$ cat config.mk
export PLATFORM = sky130hd
export DESIGN_NAME = mem_arbiter
export DESIGN_NICKNAME = d
export VERILOG_FILES = /design/src/rtl/mem_arbiter.sv
export SDC_FILE = /design/constraint.sdc
export NUM_CORES = 1
export LEC_CHECK = 0
export BUFFER_PORTS_ARGS = -buffer_cell sky130_fd_sc_hd__buf_2
export CAP_MARGIN = 20
export CORE_MARGIN = 1
export CORE_UTILIZATION = 55
export DETAILED_ROUTE_END_ITERATION = 8
export GPL_TIMING_DRIVEN = 0
export PLACE_DENSITY_LB_ADDON = 0.3
export REMOVE_ABC_BUFFERS = 1
export SLEW_MARGIN = 20
export SYNTH_ARGS = -nofsm -noshare
export SYNTH_HDL_FRONTEND = slang
export SYNTH_SLANG_ARGS = --single-unit
export TNS_END_PERCENT = 10
$ cat constraint.sdc
create_clock -name clock -period 3.11 [get_ports clock]
set_input_delay 0.1555 -clock clock [delete_from_list [all_inputs] [get_ports clock]]
set_output_delay 0.1555 -clock clock [all_outputs]
set_load 0.01 [all_outputs]
$ cat src/rtl/mem_arbiter.sv
// Single-port byte-wide RAM controller arbitrating instruction fetch and MEM-stage data accesses.
// Ports: clock/reset; if_* fetch handshake; mem_* data handshake; busy; ram_* external byte RAM.
module mem_arbiter (
    input  logic        clock,
    input  logic        reset,
    input  logic        discard,
    input  logic        if_req,
    input  logic [31:0] if_addr,
    output logic        if_done,
    output logic [31:0] if_inst,
    input  logic        mem_req,
    input  logic        mem_write,
    input  logic [1:0]  mem_len,
    input  logic [31:0] mem_addr,
    input  logic [31:0] mem_wdata,
    output logic        mem_done,
    output logic [31:0] mem_rdata,
    output logic        busy,
    output logic [31:0] ram_addr,
    output logic        ram_wr,
    output logic [7:0]  ram_dout,
    input  logic [7:0]  ram_din
);

    typedef enum logic [2:0] {IDLE, FETCH, LOAD, STORE, ACK} state_t;

    state_t      state;
    logic [2:0]  cnt;
    logic [2:0]  n_bytes;
    logic [31:0] base;
    logic [31:0] wdata;
    logic [31:0] rbuf;

    logic [2:0]  nxt;
    logic [1:0]  ridx;
    logic [1:0]  widx;
    logic [2:0]  len_n;
    logic [31:0] merged;
    logic [7:0]  wsel;

    // cnt counts edges since acceptance; the byte arriving now was
    // addressed two edges ago, hence the capture index is cnt-1.
    always_comb begin
        nxt    = cnt + 3'd1;
        ridx   = cnt[1:0] - 2'd1;
        widx   = nxt[1:0];
        len_n  = (mem_len == 2'd0) ? 3'd1 :
                 (mem_len == 2'd1) ? 3'd2 : 3'd4;
        merged = rbuf;
        merged[8*ridx +: 8] = ram_din;
        wsel   = wdata[8*widx +: 8];
    end

    always_ff @(posedge clock) begin
        if (reset) begin
            state     <= IDLE;
            cnt       <= 3'd0;
            n_bytes   <= 3'd0;
            base      <= 32'd0;
            wdata     <= 32'd0;
            rbuf      <= 32'd0;
            if_done   <= 1'b0;
            if_inst   <= 32'd0;
            mem_done  <= 1'b0;
            mem_rdata <= 32'd0;
            busy      <= 1'b0;
            ram_addr  <= 32'd0;
            ram_wr    <= 1'b0;
            ram_dout  <= 8'd0;
        end else begin
            if_done  <= 1'b0;
            mem_done <= 1'b0;
            unique case (state)
                IDLE: begin
                    if (mem_req) begin
                        base     <= mem_addr;
                        wdata    <= mem_wdata;
                        n_bytes  <= len_n;
                        cnt      <= 3'd0;
                        rbuf     <= 32'd0;
                        ram_addr <= mem_addr;
                        busy     <= 1'b1;
                        if (mem_write) begin
                            ram_wr   <= 1'b1;
                            ram_dout <= mem_wdata[7:0];
                            state    <= STORE;
                        end else begin
                            state    <= LOAD;
                        end
                    end else if (if_req && !discard) begin
                        base     <= if_addr;
                        n_bytes  <= 3'd4;
                        cnt      <= 3'd0;
                        rbuf     <= 32'd0;
                        ram_addr <= if_addr;
                        busy     <= 1'b1;
                        state    <= FETCH;
                    end
                end
                FETCH, LOAD: begin
                    // Only fetches are cancellable; this also
                    // swallows an if_done that would rise now.
                    if (state == FETCH && discard) begin
                        state <= IDLE;
                        busy  <= 1'b0;
                    end else begin
                        cnt <= nxt;
                        if (nxt < n_bytes)
                            ram_addr <= base + 32'(nxt);
                        if (cnt != 3'd0)
                            rbuf <= merged;
                        if (cnt == n_bytes) begin
                            state <= ACK;
                            if (state == FETCH) begin
                                if_done <= 1'b1;
                                if_inst <= merged;
                            end else begin
                                mem_done  <= 1'b1;
                                mem_rdata <= merged;
                            end
                        end
                    end
                end
                STORE: begin
                    cnt <= nxt;
                    if (nxt == n_bytes) begin
                        ram_wr   <= 1'b0;
                        mem_done <= 1'b1;
                        state    <= ACK;
                    end else begin
                        ram_addr <= base + 32'(nxt);
                        ram_dout <= wsel;
                    end
                end
                ACK: begin
                    state <= IDLE;
                    busy  <= 1'b0;
                end
                default: begin
                    state <= IDLE;
                    busy  <= 1'b0;
                end
            endcase
        end
    end

endmodule

After elaboration in Yosys (flattened, before gate mapping)
Index checks and enable logic that the tools add are counted.
- bits in latches: 0
- word-level logic and storage cells: 111
- bits in read-only memories: 0
- bits in registers: 213
- RAM bits: 0
- memories: 0
- mux-type cells: 45
- bitwise logic cells: 5
- add/subtract/negate cells: 4
- magnitude comparators: 1
- reduce and logical (&&, ||, !) cells: 23
- multiply operators: 0
- equality and inequality tests: 16
- divide/modulo/power cells: 0
- shift-type cells: 3
- operators by type and width (cell ; count):
    32-bit 2-to-1 mux ; 9
    32-bit one-hot mux with 3 select lines ; 1
    32-bit one-hot mux with 2 select lines ; 1
    3-bit 2-to-1 mux ; 12
    5-bit negator with 34-bit output ; 1
    8-bit by 34-bit variable shift with 32-bit output, first input constant ; 1
    8-bit by 34-bit variable part select with 32-bit output ; 1
    32-bit by 3-bit adder with 32-bit output ; 1
    32-bit bitwise mux ; 1
    32-bit by 6-bit variable part select with 8-bit output ; 1
    8-bit 2-to-1 mux ; 3
    4-bit AND reduction ; 5
    3-bit one-hot mux with 3 select lines ; 2
    2-bit inequality test, second input constant ; 8
    8-bit one-hot mux with 2 select lines ; 1
    1-bit 2-to-1 mux ; 12
    3-bit AND reduction ; 3
    3-bit by 2-bit equality test with 1-bit output, second input constant ; 2
    3-bit equality test ; 2
    3-bit inequality test, second input constant ; 2
    2-bit nonzero test ; 3
    3-bit nonzero test ; 2
    1-bit inverter ; 5
    5-bit AND reduction ; 1
    other kinds (14) ; 17

Logic depth before layout (Yosys ltp)
- word-level depth: 7
- depth in mapped cells: 10
- mapped depth without buffers: 9

Worst setup path before layout
Ideal clock, no wire load.
- path type: register -> register
- start point: register cnt[0]
- end point: register ram_addr[31]
- slack: 0.407 ns
- path buffers: 2
- clock period less this slack: 2.703 ns
- arrival time: 2.615 ns
- cell stages (with the launch flop): 11
- path through: dfxtp_1 inv_1 ha_1 ha_1 nor2b_1 o21a_1 clkbuf_1 o21a_1 or3_1 buf_2 o32ai_2
- word-level cells in the longest chain between the ends: 5
- elaborated cells between the ends (all ways): 11
- those cells by class: add/sub: 2; order compare: 1; eq/ne: 3; mux: 4; reduce/logical: 1
- RTL lines (element ; RTL line ; RTL):
    from (decl) ; 28 ; logic [2:0] cnt;
    from (signal assigned) ; 107 ; cnt <= nxt;
    from (signal assigned) ; 125 ; cnt <= nxt;
    3-bit by 1-bit adder with 3-bit output (*) ; 44 ; nxt = cnt + 3'd1;
    32-bit by 3-bit adder with 32-bit output ; 109, 131 ;
    32-bit 2-to-1 mux ; 108 ; if (nxt < n_bytes)
    32-bit 2-to-1 mux ; 103 ; if (state == FETCH && discard) begin
    32-bit one-hot mux with 3 select lines ; 73 ; unique case (state)
    to (signal assigned) ; 81 ; ram_addr <= mem_addr;
    to (signal assigned) ; 109 ; ram_addr <= base + 32'(nxt);
    to (signal assigned) ; 131 ; ram_addr <= base + 32'(nxt);
    to (decl) ; 19 ; output logic [31:0] ram_addr,
Every way passes the cells marked *; elsewhere a longest branch is shown, timed or not. The select of a mux whose other input is x is not followed.
A chain may end at the register's enable or synchronous reset.

Worst setup path after layout
- start point: register cnt[0]
- end point: register mem_rdata[20]
- word-level cells in the longest chain between the ends: 4
- elaborated cells between the ends (all ways): 7
- those cells by class: add/sub: 2; eq/ne: 1; shift: 2; mux: 1; reduce/logical: 1
- RTL lines (element ; RTL line ; RTL):
    2-bit by 1-bit subtractor with 2-bit output ; 45 ; ridx = cnt[1:0] - 2'd1;
    5-bit negator with 34-bit output ; 50 ; merged[8*ridx +: 8] = ram_din;
    8-bit by 34-bit variable part select with 32-bit output / 8-bit by 34-bit variable shift with 32-bit output (equally long branches) ; 50 ;
    32-bit bitwise mux ; 50 ;
    to (signal assigned) ; 119 ; mem_rdata <= merged;
    to (decl) ; 17 ; output logic [31:0] mem_rdata,
Several ways; a longest one is shown, not always the timed one.

==> impl_metrics.ini <==
[die]
dieArea_um2 = 18600
die_h_um = 136
start_util_pct = 56.9
core_area_um2 = 17500
placement_rows = 48
io_pins = 220
chipWidth_um = 136

[detailed_routing]
drt_iter0_drc = 600
drtPass1Iterations = 5
wl_mm = 25.9
wl_per_cell_um = 15.9
num_vias = 9390
final_antenna_net_count = 0
drt-vias-per-instance = 5.77
drc = 0

[placement]
port_buffers = 219
gp_congestion = 0.806
place_hpwl_mm = 17.1

[power]
vdd_drop_max_uv = 596
p_leak_nw = 4.94
p_per_area_nw_per_um2 = 906
total_power_mw = 11.2

[worst_setup_path]
max_stage_delay_ns = 0.51
ff2ff_path_depth = 9
timing.critical_path.required_ns = 3.54
r2r-start = cnt[0]
reg2reg_to = mem_rdata[20]
cp_common_cell = buf_2
critPathCaptureType = flop
cp_cell_sequence = ha_1, or3_1, nor4_2, buf_2, buf_2, buf_2, buf_4, nor2_1, a211oi_1
slowest_stage = dfxtp_4
cp_max_fo = 17
reg2reg_slack_ns = 0.15
arrival_ns = 3.39
start_kind = flop
path_class = reg -> reg

[cts]
cts_buffer_depth = 3
cts_made_buffers = 23
clkTransAtPathRegs_ns = 0.06
htreeDepth = 1
cts_root_buffer = clkbuf_16
cts_tree = yes
clock_latency_ns = 0.51
clock_sinks = 213

[sta]
finalMaxSlewViolations = 0
fin_setup_tns_ns = 0
finalSetupViolations = 0
clock_skew_ns = 0.0137
period_share_pct = 95.3
rsz0062_at_grt = false
hold_viol_final = 0
worst_slew_pin_slew_ns = 1.02
max_slew_margin_pct = 32.1
layout_min_cycle_time_ns = 2.96
timing.fmax_mhz = 337

[global_routing]
grt_util_all_layers_pct = 27.1
antenna_found_initial = 0
grt_max_degree = 116
grt_first_pass_wirelength_mm = 41.2
grt_pass1_vias = 8361
grt.overflow.total = 0

[synth]
syn_avg_cell_area_um2 = 8.42
synth_ff_type = dfxtp_1
netlist_area_um2 = 9950
yosysWarnings = 0
synth_cells = 1182
yosysSeqAreaShare_pct = 42.9
async_reset_ff_share_pct = 0
synth_cell_types = 58
ys_ff_latch = 213
synth_edf_count = 0

[finish]
finalNetCount = 1510
drive_gt1_share_pct = 22.7
syn2layout_area_growth_pct = 24.1

[hold_path]
whs_path_depth = 4
hp-start = discard
hp-class = in -> reg
holdPathEnd = state[2]

[outcome]
outcome = complete, no violations

[flow_run]
cap_violations = 0
cell type report:
class | instances | area [um^2]
fill | 1366 | 5130
antenna | 1 | 2.50
sequential | 213 | 4270
timing repair buffer | 275 | 1690
multi-input combinational | 853 | 5330
clock buffer | 37 | 658
inverter | 19 | 71.3
tap | 225 | 282
clock inverter | 4 | 48.8
worst max-delay path by stage:
stage / slack [ns] / startpoint / end
5_1_grt: 0.01 / cnt[0] / ram_addr[20]
2_1_floorplan: -3.41 / cnt[0] / mem_rdata[0]
6_report: 0.15 / cnt[0] / mem_rdata[20]
3_3_place_gp: -6.29 / cnt[0] / mem_rdata[5]
3_5_place_dp: -1.45 / cnt[0] / ram_addr[20]
4_1_cts: 0.07 / state[0] / ram_addr[8]
repair_timing:
item | in CTS | in global routing
cloned | 0 | 0
hold buffers | 35 | 0
resized for setup | 9 | 7
endpoints found under the setup margin | 126 | 26
endpoints found under the hold margin | 35 | 0
setup buffers | 2 | 0
pin swaps | 1 | 1
worst max-delay path: cells and delay by family (launching register included):
kind | cells | cell delay (ns)
flops | 1 | 0.51
compound gates | 1 | 0.18
fa+ha+maj | 1 | 0.31
simple gates | 3 | 0.87
buf+inv | 4 | 0.99
metal layers:
layer / part of all wire [%] / global-route usage [%] / wire length, um
met2: 48 / 45.7 / 12500
met5: 0 / 0 / 0
met4: 2.8 / 9.26 / 720
met1: 44 / 35.5 / 11300
met3: 5.3 / 3.77 / 1370
sequential cells by signal, summed over array words and instances, names as in the netlist:
signal     flops
if_done        1
ram_dout       8
base          32
if_inst       32
n_bytes        3
cnt            3
wdata         32
busy           1
mem_rdata     32
ram_wr         1
state          3
ram_addr      32
mem_done       1
rbuf          32
report_power, final:
group	internal, mW	leakage, nW	switching (mW)
logic	1.77	2.86	2.74
clock network	1.53	0.344	1.07
registers	3.48	1.74	0.598
cells in the mapped netlist (3+ instances only):
master | n | area, um^2
nor4_1 | 4 | 25.0
nor2_1 | 119 | 447
nand3b_1 | 3 | 22.5
o32ai_1 | 10 | 87.6
and3_1 | 7 | 43.8
buf_2 | 25 | 125
mux2_2 | 8 | 90.1
o22ai_1 | 5 | 31.3
clkbuf_1 | 64 | 240
nand3_1 | 19 | 95.1
o2111ai_1 | 8 | 70.1
or3_1 | 35 | 219
nand2b_1 | 8 | 50.1
o21a_1 | 9 | 67.6
nor2b_1 | 47 | 294
a21oi_1 | 114 | 571
mux2i_1 | 32 | 320
o211ai_1 | 10 | 75.1
nor3_1 | 22 | 110
and4_1 | 4 | 35.0
buf_1 | 5 | 18.8
a211oi_1 | 102 | 766
xnor2_1 | 11 | 96.3
and2_1 | 3 | 18.8
inv_1 | 19 | 71.3
o21ai_0 | 29 | 145
dfxtp_1 | 213 | 4260
a31o_2 | 8 | 70.1
mux4_2 | 8 | 180
xor2_1 | 12 | 105
ha_1 | 12 | 150
nand4_1 | 11 | 68.8
a31oi_1 | 24 | 150
nand2_1 | 140 | 526
kinds of logic (layout without fill, tap and decap cells):
family,count (synthesis),count (layout),synth area share (%)
other,0,1,0
multiplexers,48,48,5.94
AND/OR/NAND/NOR,431,431,20.5
AO/OA/AOI/OAI,338,338,22.1
adder cells (fa/ha/maj),13,13,1.71
flip-flops,213,213,42.9
XOR/XNOR,23,23,2.03
buffers and inverters,116,335,4.88
through the flow:
step / instance area (um^2) / hold WS, ns / util, % / setup slack, ns / cells
finish: 12300 / 0.0183 / 70.6 / 0.146 / 1627
global route: 12300 / 0.0488 / 70.6 / 0.0120 / 1626
CTS: 12300 / 0.00728 / 70.4 / 0.0718 / 1626
detailed placement: 11200 / 0.404 / 64.1 / -1.45 / 1548
global placement: 10900 / 0.399 / 62.4 / -6.29 / 1529
floorplan: 9530 / 0.225 / - / -3.41 / 1085
cells in the final DEF (no fill, tap or decap), types with 29 or more instances in the layout:
cell,netlist,final
a211oi_1,102,102
a21oi_1,114,114
buf_2,25,225
dfxtp_1,213,212
dlygate4sd3_1,0,35
mux2i_1,32,32
nand2_1,140,139
nor2_1,119,116
nor2b_1,47,46
o21ai_0,29,29
or3_1,35,35
Note: power is estimated with default switching activity, not from simulation.
